$ cat src/rtl/iitb_sched_pkg.sv
// iitb_sched_pkg: opcodes, decoder field encodings and helpers shared by the dual-issue scheduler
package iitb_sched_pkg;
    localparam int NREG = 8;
    localparam logic [3:0] OP_ADD  = 4'b0000;
    localparam logic [3:0] OP_ADI  = 4'b0001;
    localparam logic [3:0] OP_NAND = 4'b0010;
    localparam logic [3:0] OP_LHI  = 4'b0011;
    localparam logic [3:0] OP_LW   = 4'b0100;
    localparam logic [3:0] OP_SW   = 4'b0101;
    localparam logic [3:0] OP_BEQ  = 4'b1100;
    localparam logic [3:0] OP_JAL  = 4'b1000;
    localparam logic [3:0] OP_JLR  = 4'b1001;
    localparam int WB_REGWR = 2;
    localparam logic [1:0] MEM_LOAD  = 2'b10;
    localparam logic [1:0] MEM_STORE = 2'b01;
    localparam logic [2:0] PC_REG = 3'd7;

    // src is {used, reg}; an unused operand is always ready
    function automatic logic src_rdy(input logic [3:0] src, input logic [NREG-1:0] busy);
        return !src[3] || !busy[src[2:0]];
    endfunction

    // control-flow ops (and any write to the PC) end the issue pair
    function automatic logic is_ctrl(input logic [3:0] op, input logic wr, input logic [2:0] dest);
        return op == OP_BEQ || op == OP_JAL || op == OP_JLR || (wr && dest == PC_REG);
    endfunction
endpackage

$ cat src/rtl/sched_scoreboard.sv
// sched_scoreboard: pending-write bit per register, two clear ports, two set ports, set wins
// clk, rst_n      : clock, async active-low reset
// clr_en/clr_reg  : writeback clears (both ports may name the same register)
// set_en/set_reg  : issued writers marking their destination pending
// busy            : registered scoreboard state
module sched_scoreboard
    import iitb_sched_pkg::*;
(
    input  logic            clk,
    input  logic            rst_n,
    input  logic [1:0]      clr_en,
    input  logic [1:0][2:0] clr_reg,
    input  logic [1:0]      set_en,
    input  logic [1:0][2:0] set_reg,
    output logic [NREG-1:0] busy
);
    logic [NREG-1:0] nxt;

    always_comb begin
        nxt = busy;
        for (int k = 0; k < 2; k++) if (clr_en[k]) nxt[clr_reg[k]] = 1'b0;
        for (int k = 0; k < 2; k++) if (set_en[k]) nxt[set_reg[k]] = 1'b1;
    end

    always_ff @(posedge clk or negedge rst_n)
        if (!rst_n) busy <= '0;
        else busy <= nxt;
endmodule

$ cat src/rtl/dual_issue_scheduler.sv
// dual_issue_scheduler: in-order dual-issue hazard check, register scoreboard and stall counter
// inputs : clk, rst_n, s0_/s1_ {valid, opcode, src1, src2, dest, wb, mem}, issue_ready, flush,
//          wb0_/wb1_ {valid, reg}
// outputs: take (comb.), iss_valid (registered take), busy (scoreboard), stall_cnt (saturating)
// WB_BYPASS_EN: registers cleared by a writeback this cycle are treated as ready the same cycle
module dual_issue_scheduler
    import iitb_sched_pkg::*;
#(
    parameter int CNT_W        = 16,
    parameter bit SINGLE_ISSUE = 1'b0
) (
    input  logic             clk,
    input  logic             rst_n,
    input  logic             s0_valid,
    input  logic [3:0]       s0_opcode,
    input  logic [3:0]       s0_src1,
    input  logic [3:0]       s0_src2,
    input  logic [2:0]       s0_dest,
    input  logic [2:0]       s0_wb,
    input  logic [1:0]       s0_mem,
    input  logic             s1_valid,
    input  logic [3:0]       s1_opcode,
    input  logic [3:0]       s1_src1,
    input  logic [3:0]       s1_src2,
    input  logic [2:0]       s1_dest,
    input  logic [2:0]       s1_wb,
    input  logic [1:0]       s1_mem,
    input  logic             issue_ready,
    input  logic             flush,
    input  logic             wb0_valid,
    input  logic [2:0]       wb0_reg,
    input  logic             wb1_valid,
    input  logic [2:0]       wb1_reg,
    output logic [1:0]       take,
    output logic [1:0]       iss_valid,
    output logic [NREG-1:0]  busy,
    output logic [CNT_W-1:0] stall_cnt
);
    logic [NREG-1:0] eff;
    logic w0, w1, t0, t1, pair_raw, pair_waw, pair_mem;
    logic lint_unused;

`ifdef WB_BYPASS_EN
    logic [NREG-1:0] clr;

    always_comb begin
        clr = '0;
        if (wb0_valid) clr[wb0_reg] = 1'b1;
        if (wb1_valid) clr[wb1_reg] = 1'b1;
    end

    assign eff = busy & ~clr;
`else
    assign eff = busy;
`endif

    assign w0 = s0_wb[WB_REGWR];
    assign w1 = s1_wb[WB_REGWR];
    assign pair_raw = w0 && ((s1_src1[3] && s1_src1[2:0] == s0_dest) || (s1_src2[3] && s1_src2[2:0] == s0_dest));
    assign pair_waw = w0 && w1 && s0_dest == s1_dest;
    assign pair_mem = |s0_mem && |s1_mem;

    // rst_n gates take so nothing issues while reset is held
    assign t0 = rst_n && s0_valid && issue_ready && !flush
        && src_rdy(s0_src1, eff) && src_rdy(s0_src2, eff) && !(w0 && eff[s0_dest]);
    assign t1 = t0 && s1_valid && !SINGLE_ISSUE
        && src_rdy(s1_src1, eff) && src_rdy(s1_src2, eff) && !(w1 && eff[s1_dest])
        && !is_ctrl(s0_opcode, w0, s0_dest) && !pair_raw && !pair_waw && !pair_mem;
    assign take = {t1, t0};

    assign lint_unused = ^{s0_wb[1:0], s1_wb[1:0], s1_opcode};

    sched_scoreboard u_sb (
        .clk     (clk),
        .rst_n   (rst_n),
        .clr_en  ({wb1_valid, wb0_valid}),
        .clr_reg ({wb1_reg, wb0_reg}),
        .set_en  ({t1 && w1, t0 && w0}),
        .set_reg ({s1_dest, s0_dest}),
        .busy    (busy)
    );

    always_ff @(posedge clk or negedge rst_n)
        if (!rst_n) begin
            iss_valid <= 2'b00;
            stall_cnt <= '0;
        end else begin
            iss_valid <= take;
            if (s0_valid && !t0 && stall_cnt != '1) stall_cnt <= stall_cnt + 1'b1;
        end
endmodule

$ cat config.mk
export PLATFORM = sky130hd
export DESIGN_NAME = dual_issue_scheduler
export DESIGN_NICKNAME = d
export VERILOG_FILES = /design/src/rtl/iitb_sched_pkg.sv /design/src/rtl/sched_scoreboard.sv /design/src/rtl/dual_issue_scheduler.sv
export SDC_FILE = /design/constraint.sdc
export NUM_CORES = 1
export LEC_CHECK = 0
export ABC_AREA = 1
export BUFFER_PORTS_ARGS = -buffer_cell sky130_fd_sc_hd__buf_2
export CAP_MARGIN = 20
export CELL_PAD_IN_SITES_DETAIL_PLACEMENT = 0
export CELL_PAD_IN_SITES_GLOBAL_PLACEMENT = 1
export CORE_UTILIZATION = 30
export CTS_CLUSTER_SIZE = 24
export DETAILED_ROUTE_END_ITERATION = 10
export PLACE_DENSITY = 0.79
export SLEW_MARGIN = 20
export SYNTH_ARGS = -nofsm -noshare
export SYNTH_HDL_FRONTEND = slang
export SYNTH_SLANG_ARGS = --single-unit
$ cat constraint.sdc
create_clock -name clk -period 1.6 [get_ports clk]
set_input_delay 0.08 -clock clk [delete_from_list [all_inputs] [get_ports clk]]
set_output_delay 0.08 -clock clk [all_outputs]
set_load 0.005 [all_outputs]
== Word-level counts from Yosys, hierarchy flattened ==
Cells that the tools add are included.
Cells by class
  magnitude comparators: 12
  bitwise operators: 6
  eq/ne operators: 8
  reduce and logical (&&, ||, !) cells: 57
  multiplexer cells: 24
  add/sub/neg operators: 1
Operators by type and width (count)
  3-bit by 4-bit < comparator with 1-bit output, second input constant: 8
  8-bit 2-to-1 mux: 4
  1-bit logical AND: 31
  1-bit binary-select mux with 3-bit select: 6
  16-bit by 1-bit adder with 16-bit output, second input constant: 1
  8-bit bitwise AND: 2
  1-bit logical NOT: 16
  16-bit inequality test, second input constant: 1
  8-bit inverter: 2
  8-bit bitwise OR: 2
  1-bit demux with 3-bit select: 4
  4-bit equality test, second input constant: 3
  3-bit by 1-bit >= comparator with 1-bit output, second input constant: 4
  1-bit 2-to-1 mux: 10
  3-bit equality test: 3
  1-bit logical OR: 8
  2-bit OR reduction: 2
  3-bit equality test, second input constant: 1
Storage, ports and cells
  bits of input ports: 54
  logic and storage cells: 111
  output and inout port bits: 28
  bits in registers: 26

== Logic depth before layout (Yosys ltp) ==
  depth after elaboration: 17
  mapped depth: 15
  depth with buffers taken out: 14

== By module ==
Synthesis repeated with hierarchy kept, for this count alone.
Unflattened totals
  cell total of the unflattened synthesis: 387
  area, all modules: 2399.8 um^2
By module, submodules not included
  dual_issue_scheduler: sequential area each 450.4 um^2, instances 1, cells each 288, area each 1808.0 um^2
  sched_scoreboard: sequential area each 200.2 um^2, instances 1, cells each 99, area each 591.8 um^2

== Worst setup path after synthesis ==
OpenSTA, ideal clock, no wires.
  kind: reg-to-reg
  start point: register stall_cnt[1]
  end point: register stall_cnt[2]
  data required time: 1.473 ns
  arrival time: 1.442 ns
  library setup time: 0.127 ns
  clock period less this slack: 1.569 ns
  setup slack: 0.031 ns
  stages on the path, launching flop included: 10
  buffers on the path: 1
  cells stage by stage: dfrtp_1 > ha_1 > nand2_1 > nor3_1 > nand4_1 > nand2_1 > inv_1 > nand2_1 > buf_2 > o21ai_0
On the way
  longest elaborated chain between the ends: 2
  elaborated cells on any way between the ends: 3
  those cells by class: add/sub: 1; eq/ne: 1; reduce/logical: 1
RTL lines
  from (decl): RTL line dual_issue_scheduler.sv:37  | output logic [CNT_W-1:0] stall_cnt
  from (signal assigned): RTL line dual_issue_scheduler.sv:89  | if (s0_valid && !t0 && stall_cnt != '1) stall_cnt <= stall_cnt + 1'b1;
  branches (longest 2 deep; another with 16-bit by 1-bit adder with 16-bit output)
Parallel ways; which one is timed is not known.
A chain may end at the register's enable or synchronous reset.

== Final worst setup path ==
  start point: register u_sb.busy[2]
  end point: output port take[1]
On the way
  longest elaborated chain between the ends: 15
  elaborated cells on any way between the ends: 35
  those cells by class: mux: 12; reduce/logical: 23
RTL lines
  from (decl): RTL line sched_scoreboard.sv:15  | output logic [NREG-1:0] busy
  from (signal assigned): RTL line sched_scoreboard.sv:27  | else busy <= nxt;
  1-bit binary-select mux with 3-bit select: RTL line iitb_sched_pkg.sv:20  | return !src[3] || !busy[src[2:0]];
  1-bit 2-to-1 mux (not written as such): RTL line iitb_sched_pkg.sv:20
  1-bit logical NOT: RTL line iitb_sched_pkg.sv:20
  1-bit logical OR: RTL line iitb_sched_pkg.sv:20
  1-bit logical AND (3 in series): RTL line dual_issue_scheduler.sv:65  | && src_rdy(s0_src1, eff) && src_rdy(s0_src2, eff) && !(w0 && eff[s0_dest]);
  1-bit logical AND: RTL line dual_issue_scheduler.sv:66  | assign t1 = t0 && s1_valid && !SINGLE_ISSUE
  1-bit logical AND (2 in series): RTL line dual_issue_scheduler.sv:67  | && src_rdy(s1_src1, eff) && src_rdy(s1_src2, eff) && !(w1 && eff[s1_dest])
  1-bit logical AND (*): RTL line dual_issue_scheduler.sv:67
  1-bit logical AND (*) (4 in series): RTL line dual_issue_scheduler.sv:68  | && !is_ctrl(s0_opcode, w0, s0_dest) && !pair_raw && !pair_waw && !pair_mem;
  to (decl): RTL line dual_issue_scheduler.sv:34  | output logic [1:0] take,
Every way passes the cells marked *; elsewhere a longest branch is shown, timed or not. The select of a mux whose other input is x is not followed.

==> metrics list <==
- Input and output buffers added on the ports amount to 73.
* Number of antenna violations at the first check in global routing: 0
* Clk root buf: sky130_fd_sc_hd__clkbuf_8
- Minimum setup slack among reg-to-reg paths: -240 ps
- Total Routed Length: between 8000 and 9000 um
- Global-route wire length before repair: between 10000 and 15000 um
- Detailed routing inserted a total of 3068 vias.
- Fraction of the mapped netlist area in simple logic gates: 0.484
- N_diodes: 0
- Floorplan die height: 91.3 um
- Hold WC Path Type: primary input to register
- For this run, the detailed router's first-pass iteration total came to 4.
- All-layer global routing usage: 0.206
* Total count of hold-check failures in the final report: 0
- In this run the number of H-tree levels came out at 1.
- The cell count after synthesis came out at 410.
* Detailed-route DRC error count: 0
- The analysis attributes to cell leakage a power of 2.03 nW.
- Clock tree from TritonCTS: yes
- Summed over all nets, the half-perimeter wirelength after detailed placement is 6400 um.
- Count of synthesis-stage warnings from yosys: 0
- Combinational family with the most area after synthesis: simple AND/OR/NAND/NOR gates
- The number of different library cells used by synthesis comes to 24.
- The checks that failed: negative setup slack.
- Number of pins with negative max-slew slack in the final report: 0
- Internal cell power: 1.49 mW
- Of the total synthesized cell area, the portion taken by full adders, half adders and majority gates is 0.00523.
- Worst setup slack after layout: -270 ps
- CTS saw 26 sinks.
* Final critical-path required period: 1870 ps
* TritonCTS Buffers: 3
- At the later pin of the worst-skew pair, clock insertion delay measures about 280 ps.
* Max-cap violations: 0
* Violation count after the first detailed-route iteration: 157
* Worst reg2reg endpoint: u_sb.busy[7]
* Vias per inst: 4.81
* Worst-case hold slack: 141 ps
- Hold EP: u_sb.busy[6]
- The synthesized design contains 0 enable-type register cells.
- PD cells: 628 nW/um^2
* Depth of the worst register-to-register path: 15
- A synthesized cell averages between 5 and 6 um^2.
* RD Place Congestion: 0.858
- Clock slew at reported path FFs: ~100 ps
- Unrepaired setup endpoints after global routing: true
- The die covers 8340 um^2.
* Number of ports placed on the die boundary: 82
- Combinational cell fraction of total power: 0.406
* Cell depth of the worst hold path: 3
- Mux contribution to synthesized area: 0
- Layout area overhead: 51.2%
* Count leader, synth: sky130_fd_sc_hd__nand2_1
- The via count of the first global-routing pass is between 2000 and 3000.
- Derived from the worst setup path, the maximum achievable clock frequency is 535 MHz.
- Of the total power, the share spent switching nets is 0.345.
* Share of synthesized area occupied by flip-flops and latches: 0.272
- The flow ran to the end, but the final reports show violations.
- Once detail routing completed, the nets flagged for antenna violations numbered 0.
* Critical path class: register to primary output
* Kind of launch point of the worst setup path: register
- Net count, final: 592
- Critical path arrival: 1790 ps
- The worst-case IR drop observed on VDD is 0.579 mV.
* Die outline width: just over 90 um
- Counting flops with an async set or reset pin after synthesis yields a share of 1.00.
- After synthesis the netlist holds a flip-flop and latch count of 26.
* Maximum number of pins on one net before global-route repair: 27
* Area fraction of the dominant cell type after synthesis: 0.272
- Final non-filler cell total: roughly 640
* Starting density of the core: 0.310
- Sw Pwr: 0.784 mW
- Among all flip-flop cells after synthesis, the most frequent one is sky130_fd_sc_hd__dfrtp_1.
- The share of total power dissipated in the clock network is 0.251.
- Placed Cells incl. Taps: roughly 620
* Startpoint of the worst hold path: s1_wb[2]
- Setup violations remaining at the end of the flow were counted as 26.
- Post-synthesis cell type with the largest combined area: sky130_fd_sc_hd__dfrtp_1
* Syn Nets: 465
- The share of total power dissipated in sequential elements is 0.342.
- Cell area after synthesis: 2390 um^2
- Of the total synthesized cell area, the portion taken by XOR and XNOR cells is 0.0366.
- FP Rows: 32
- In this run the tightest slew margin relative to its limit is 0.658.
* Wirelength per Cell: ~13 um
* Share of the clock period used by the worst path after layout: 1.17
- Along the worst path, the maximum fanout reaches 4.
- Global routing finished with a remaining overflow of 0.
* Top cells by instance count after synthesis: sky130_fd_sc_hd__nand2_1 (155), sky130_fd_sc_hd__inv_1 (52), sky130_fd_sc_hd__nand3_1 (44)
* Startpoint of the worst-slack reg-to-reg timing path: u_sb.busy[3]
- Across the routed clock network, the largest skew measured is around 6.6 ps.
- After synthesis, the cell types taking the most area are sky130_fd_sc_hd__dfrtp_1 (27%), sky130_fd_sc_hd__nand2_1 (24%), sky130_fd_sc_hd__nand3_1 (9.2%), sky130_fd_sc_hd__inv_1 (8.2%), sky130_fd_sc_hd__nor2_1 (6.0%).
- Endpoint type of the worst setup path: primary output
* Worst-Margin Slew: 509 ps
- Compound-Gate Fraction of Synth Area: 0.0816
- Standard cell core area: 7730 um^2
* Maximum root-to-sink buffer count: 2
- Fraction of final layout cells with drive strength greater than 1: 0.354
- STA puts the critical path data required time at between 1500 and 2000 ps.
==> layout by cell type, fill, tap and decap left out, drive strengths merged <==
cell / netlist / layout
nand2: 155 / 155
buf: 10 / 134
a211oi: 1 / 1
clkbuf: 4 / 4
inv: 53 / 53
clkinv: 1 / 1
xor2: 5 / 5
dfrtp: 26 / 26
nor2: 41 / 41
nor4: 3 / 3
nand4: 13 / 13
dlygate4sd3: 0 / 1
a21oi: 11 / 11
nand3b: 4 / 4
nand3: 44 / 44
o21ai: 16 / 16
nor3: 10 / 10
o211ai: 7 / 7
ha: 1 / 1
bufinv: 0 / 1
xnor2: 5 / 5
==> final cells by class <==
cell class                 instances  area, um^2
fill                             804        4110
inverter                          54         203
timing repair buffer             136         940
tap                              102         128
clock inverter                     1        30.0
multi-input combinational        316        1620
sequential                        26         652
clock buffer                       3        41.3
==> worst max-delay path by stage <==
stage	to	from	slack (ps)	cells past startpoint
final	take[1]	u_sb.busy[2]	-270	7
after global routing	take[1]	u_sb.busy[2]	-370	7
after detailed placement	u_sb.busy[1]	u_sb.busy[3]	-130	12
after floorplan	stall_cnt[2]	stall_cnt[1]	30	9
after global placement	u_sb.busy[1]	u_sb.busy[3]	-110	10
after CTS	take[1]	u_sb.busy[3]	-290	11
==> metal layers <==
metal / vias up / share of wire / global-route usage
met3: 14 / 0.054 / 0.0285
met2: 93 / 0.47 / 0.348
met4: 0 / 0.022 / 0.0741
met1: 1398 / 0.45 / 0.265
met5: - / 0 / 0
li1: 1563 / - / -
==> registers in the layout, summed over array words and instances, names as in the netlist <==
name	count
stall_cnt	16
u_sb.busy	8
iss_valid	2
==> worst max-delay path, stage by stage, from the launching register on <==
cell                       delay (ps)
sky130_fd_sc_hd__dfrtp_2          470
sky130_fd_sc_hd__buf_4            150
sky130_fd_sc_hd__o211ai_1         160
sky130_fd_sc_hd__nand2_1           80
sky130_fd_sc_hd__o21ai_1          150
sky130_fd_sc_hd__nand3_2          130
sky130_fd_sc_hd__nor3_2           210
sky130_fd_sc_hd__buf_2            150
==> power by group through the flow <==
stage / Combinational, mW / Clock, mW / Sequential (mW)
after floorplan: 0.351 / 0 / 0.825
after global placement: 0.811 / 0 / 0.785
after detailed placement: 0.819 / 0 / 0.788
after CTS: 0.874 / 0.581 / 0.777
after global routing: 1.02 / 0.607 / 0.788
final: 0.924 / 0.571 / 0.778
==> what timing repair did <==
item,CTS,global route
endpoints found under the setup margin,26,27
endpoints found under the hold margin,26,0
resized for setup,39,32
hold buffers,1,0
buffers inserted,4,5
cloned,2,1
pin swaps,9,14
==> through the flow <==
stage	setup WS (ps)	utilization	instance area (um^2)	total power, mW	setup TNS [ps]
2_1_floorplan	31.2	-	2390	1.18	0
3_3_place_gp	-111	0.414	3200	1.60	-1930
3_5_place_dp	-133	0.414	3200	1.61	-2080
4_1_cts	-295	0.446	3440	2.23	-1990
5_1_grt	-369	0.468	3620	2.42	-6830
6_report	-270	0.468	3620	2.27	-4240
==> cells by family after synthesis <==
kind of cell | count (synthesis)
AOI/OAI and AO/OA | 35
xor gates and xnor gates | 10
adders and majority gates | 1
buffers and inverters | 68
DFF | 26
and+or+nand+nor | 270
Note: power is estimated with default switching activity, not from simulation.
